`src/rtl/lsu_mem_ctrl.sv`:
```
`default_nettype none
// ============================================================================
// Module   : lsu_mem_ctrl
// Purpose  : Load/store controller in front of a byte-addressable data memory
//            (combinational read, synchronous write). Accepts one request at
//            a time, checks alignment and range, drives the memory port for
//            exactly one cycle, extends load data and returns a response.
// Ports    : clk, rst_n (sync, active-low)
//            req_*   : request handshake + write/size/unsigned/addr/wdata
//            resp_*  : response handshake + rdata/err
//            mem_*   : memory address/write_data/write/read/size/read_data
// Revision : 1.0 - initial release
// ============================================================================
module lsu_mem_ctrl #(
  parameter int MEM_BYTES = 8192
) (
  input  logic        clk,
  input  logic        rst_n,
  input  logic        req_valid,
  output logic        req_ready,
  input  logic        req_write,
  input  logic [1:0]  req_size,
  input  logic        req_unsigned,
  input  logic [31:0] req_addr,
  input  logic [31:0] req_wdata,
  output logic        resp_valid,
  input  logic        resp_ready,
  output logic [31:0] resp_rdata,
  output logic [1:0]  resp_err,
  output logic [31:0] mem_address,
  output logic [31:0] mem_write_data,
  output logic        mem_write,
  output logic        mem_read,
  output logic [1:0]  mem_size,
  input  logic [31:0] mem_read_data
);

  localparam logic [1:0] ST_IDLE   = 2'd0;
  localparam logic [1:0] ST_ACCESS = 2'd1;
  localparam logic [1:0] ST_RESP   = 2'd2;

  localparam logic [32:0] MEM_LIMIT = 33'(MEM_BYTES);

  logic [1:0]  state;
  logic        lat_write;
  logic        lat_unsigned;
  logic [32:0] nbytes_m1;
  logic [32:0] last_byte;
  logic [1:0]  err_next;
  logic [31:0] load_ext;

  // Error detection on the incoming request. The last byte touched is
  // computed 33 bits wide so an address near 0xFFFFFFFF cannot wrap back
  // into the legal range.
  always_comb begin
    case (req_size)
      2'b00:   nbytes_m1 = 33'd0;
      2'b01:   nbytes_m1 = 33'd1;
      default: nbytes_m1 = 33'd3;
    endcase
    last_byte   = {1'b0, req_addr} + nbytes_m1;
    err_next[1] = (last_byte >= MEM_LIMIT);
    err_next[0] = (req_size == 2'b11) ||
                  ((req_size == 2'b01) && req_addr[0]) ||
                  ((req_size == 2'b10) && (req_addr[1:0] != 2'b00));
  end

  // Extension uses only the low byte/half of the raw memory word; any
  // extension the memory itself applies is overridden here.
  always_comb begin
    case (mem_size)
      2'b00:   load_ext = lat_unsigned ? {24'h0, mem_read_data[7:0]}
                                       : {{24{mem_read_data[7]}}, mem_read_data[7:0]};
      2'b01:   load_ext = lat_unsigned ? {16'h0, mem_read_data[15:0]}
                                       : {{16{mem_read_data[15]}}, mem_read_data[15:0]};
      default: load_ext = mem_read_data;
    endcase
  end

  assign req_ready  = (state == ST_IDLE);
  assign resp_valid = (state == ST_RESP);
  // Strobes are decoded from state so they are high for the whole ACCESS
  // cycle, including one in which reset is being asserted.
  assign mem_read   = (state == ST_ACCESS) && !lat_write;
  assign mem_write  = (state == ST_ACCESS) &&  lat_write;

  always_ff @(posedge clk) begin
    if (!rst_n) begin
      state          <= ST_IDLE;
      lat_write      <= 1'b0;
      lat_unsigned   <= 1'b0;
      mem_address    <= 32'h0;
      mem_write_data <= 32'h0;
      mem_size       <= 2'b00;
      resp_rdata     <= 32'h0;
      resp_err       <= 2'b00;
    end else begin
      case (state)
        ST_IDLE: begin
          if (req_valid && req_ready) begin
            lat_write      <= req_write;
            lat_unsigned   <= req_unsigned;
            mem_address    <= req_addr;
            mem_write_data <= req_wdata;
            mem_size       <= req_size;
            resp_rdata     <= 32'h0;
            resp_err       <= err_next;
            // Errored requests skip the memory entirely.
            state          <= (|err_next) ? ST_RESP : ST_ACCESS;
          end
        end
        ST_ACCESS: begin
          resp_rdata <= lat_write ? 32'h0 : load_ext;
          state      <= ST_RESP;
        end
        ST_RESP: begin
          if (resp_ready) begin
            state <= ST_IDLE;
          end
        end
        default: begin
          state <= ST_IDLE;
        end
      endcase
    end
  end

endmodule
`default_nettype wire
```
`config.mk`:
```
export PLATFORM = sky130hd
export DESIGN_NAME = lsu_mem_ctrl
export DESIGN_NICKNAME = d
export VERILOG_FILES = /design/src/rtl/lsu_mem_ctrl.sv
export SDC_FILE = /design/constraint.sdc
export NUM_CORES = 1
export LEC_CHECK = 0
export ABC_AREA = 1
export BUFFER_PORTS_ARGS = -buffer_cell sky130_fd_sc_hd__buf_2
export CORE_MARGIN = 2
export CORE_UTILIZATION = 47
export DETAILED_ROUTE_END_ITERATION = 10
export PLACE_DENSITY = 0.8
export SETUP_SLACK_MARGIN = 0.3
export SLEW_MARGIN = 25
export SYNTH_ARGS = -nofsm -noshare
export SYNTH_HDL_FRONTEND = slang
export SYNTH_SLANG_ARGS = --single-unit
```
`constraint.sdc`:
```
create_clock -name clk -period 2.9 [get_ports clk]
set_input_delay 0.58 -clock clk [delete_from_list [all_inputs] [get_ports clk]]
set_output_delay 0.58 -clock clk [all_outputs]
set_load 0.05 [all_outputs]
```
==> metrics <==
outcome finished clean; wire per inst 12.6 µm; final period utilization 81.2%; routability-driven placement congestion ratio 0.928; critical path type in2reg; Initial Util between 40 and 50%; first-pass GRT wire length 19800 µm; Hold Fails Final Rpt 0; cells after synthesis 684; RSZ-0062 raised after global routing false; final hold slack 0.464 ns; crit-path cells buf_2 -> inv_1 -> nand2_1 -> ha_1 -> inv_1 -> fa_1 -> nor2_2 -> nand2_2 -> nor2_4 -> nand2_2 -> nor2_1 -> nand2_1 -> nand2_1 -> nand3_2 -> nor2_2 -> nand3_2 -> nor2_2 -> nor2_1; level count of the clock H-tree 3; Worst-path clk slew about 0.10 ns; PortBufs approximately 210; Die H a little over 100 µm; # hold bufs at CTS 0; slowest stage delay, CP about 0.37 ns; RR Endpoint resp_rdata[8]; FP Rows 36; final WL between 10000 and 15000 µm; Sink Count 104; die area around 11000 µm²; fin crit period 2.35 ns; DP Worst Slack roughly 0.17 ns; Fmax achieved 425 MHz; clk_lat worst skew approximately 0.35 ns; Nets just under 1000; root buffer cell clkbuf_8; startpoint types primary input; Power Density around 530 nW/µm²; sequential share of the synthesized area 44.9%; peak supply drop roughly 0.26 mV; Avg Vias per Cell between 4 and 5; Setup Fix Bufs, Post-CTS 0; most common cell after layout, fill and taps aside buf_2; Post-DRT Antenna Nets 0; relative slew slack between 60% and 70%; worst path buffer plus inverter count 3; RR Startpoint state[0]; CP delay by family, top simple AND/OR/NAND/NOR gates; cell area after synthesis 4630 µm²; setup slack after layout 0.546 ns; CTS resizes 0; Worst setup EP type flip-flop; critical path peak fanout 6; Max-Cap Viols 0; largest net degree at the start of global routing between 40 and 50; Crit-path slowest cell fa_1; Non-Filler Instances 1016; Max Buffers Root-to-Sink 2; placed cell areas a little under 6000 µm²; placed insts 1000; Ys Warns 0; # fillers roughly 930; WP data arrival roughly 2.6 ns; via count 4931; starting DRC count in detailed routing 173; #FFs+latches synth 104; Pleak ~2.9 nW; final setup fails 0; design area 5980 µm²; CP required approximately 3.2 ns; final setup TNS 0 ns; initial antenna violation count 0; path depth of the worst reg2reg path 7; Slew @ Worst Pin 0.553 ns; Total GRT Usage about 23%; number of remaining DRC errors 0; CP endpoint state[1]; Final Skew 0.0136 ns; Critical path origin req_size[1]; gr ovfl total 0; DP HPWL ~10000 µm; die width roughly 100 µm; Syn Area/Cell 6.77 µm²; Inserted Clock Buffers 9; CP Depth 18; Layout area overhead 29.1%; antenna cells 0; Syn Nets 791; Max Slew Vio Count 0; flop2flop setup slack between 1 and 1.5 ns; HP Class reg2reg; core area 9680 µm²; Pre-antenna DRT Iters 4; Distinct cells, synth 27; commonest non-fill, non-tap cells in the layout 207 x buf_2, 149 x nor2_1, 141 x nand2_1; CTS tree built; share of cells above drive strength 1 around 29%; num ports between 200 and 250; number of global-route vias before repair 4249
## power by group
| part | switching, mW | total, mW | internal (mW) | leakage (nW) |
|---|---|---|---|---|
| Combinational | 0.535 | 0.721 | 0.186 | 1.97 |
| Sequential | 0.0374 | 1.55 | 1.51 | 0.855 |
| Clock | 0.484 | 0.912 | 0.428 | 0.101 |
## metal layers
metal | wire (µm) | GRT usage, % | up-vias
met3 | 971 | 5.04 | 14
met4 | 178 | 7.49 | 0
met5 | 0 | 0 | -
met2 | 6190 | 41.0 | 170
met1 | 5510 | 28.1 | 2182
li1 | - | - | 2565
## through the flow
| step | total power [mW] | utilization [%] |
|---|---|---|
| 2_1_floorplan | 2.08 | - |
| 3_3_place_gp | 2.30 | 59.7 |
| 3_5_place_dp | 2.30 | 59.7 |
| 4_1_cts | 3.21 | 61.7 |
| 5_1_grt | 3.34 | 61.7 |
| 6_report | 3.18 | 61.7 |
## final cells by class
class	instances	area (µm²)	share of cell area (%)
multi-input cells	499	2240	37.5
clock buffers	12	145	2.43
inverters	49	184	3.08
well taps	133	166	2.78
repair buffers	215	1110	18.5
clock inverters	4	52.6	0.879
flip-flops and latches	104	2080	34.8
## cell families after synthesis
| kind of cell | count (synthesis) | share of synthesized area [%] |
|---|---|---|
| XOR/XNOR | 1 | 0.189 |
| flip-flops | 104 | 44.9 |
| buffers and inverters | 81 | 6.73 |
| adder cells (fa/ha/maj) | 3 | 0.972 |
| AO/OA/AOI/OAI | 157 | 17.1 |
| AND/OR/NAND/NOR | 338 | 30.0 |
## worst min path at each step
| stage | from | endpoint | depth (start not counted) |
|---|---|---|---|
| 2_1_floorplan | lat_unsigned | lat_unsigned | 2 |
| 3_3_place_gp | resp_rdata[1] | resp_rdata[1] | 2 |
| 3_5_place_dp | resp_rdata[29] | resp_rdata[29] | 2 |
| 4_1_cts | mem_read_data[3] | resp_rdata[3] | 3 |
| 5_1_grt | req_wdata[23] | mem_write_data[23] | 3 |
| 6_report | resp_rdata[4] | resp_rdata[4] | 2 |
## sequential cells by signal (all words and copies together) (netlist names)
| signal | count |
|---|---|
| lat_unsigned | 1 |
| lat_write | 1 |
| mem_address | 32 |
| mem_size | 2 |
| mem_write_data | 32 |
| resp_err | 2 |
| resp_rdata | 32 |
| state | 2 |
## worst reg2reg max path, cell delays in order, from the launching register on
cell and delay (ns):
dfxtp_1 0.40, nor2_1 0.08, nand2_1 0.42, inv_2 0.10, nor2_2 0.13, buf_4 0.33, nand2_1 0.12, a21oi_1 0.20
## Yosys cell counts
cell | number | area, µm²
nor2_4 | 3 | 33.8
inv_1 | 48 | 180
nor2_1 | 150 | 563
nor2_2 | 10 | 62.6
nand4_1 | 1 | 6.26
o21a_2 | 1 | 8.76
nand3b_1 | 1 | 7.51
inv_2 | 1 | 3.75
and2_1 | 1 | 6.26
a31oi_1 | 1 | 6.26
nand2_1 | 141 | 529
nor4_2 | 1 | 12.5
clkbuf_1 | 26 | 97.6
fa_1 | 1 | 20.0
o21ai_0 | 97 | 485
a21oi_1 | 57 | 285
nor3_1 | 2 | 10.0
a21boi_0 | 1 | 7.51
or2_2 | 1 | 6.26
xor2_1 | 1 | 8.76
nand3_2 | 2 | 20.0
dfxtp_1 | 104 | 2080
nand2_2 | 5 | 31.3
nand3_1 | 19 | 95.1
nor3b_1 | 1 | 7.51
ha_1 | 2 | 25.0
buf_2 | 6 | 30.0
No activity file was read; power rests on OpenSTA's default activity.
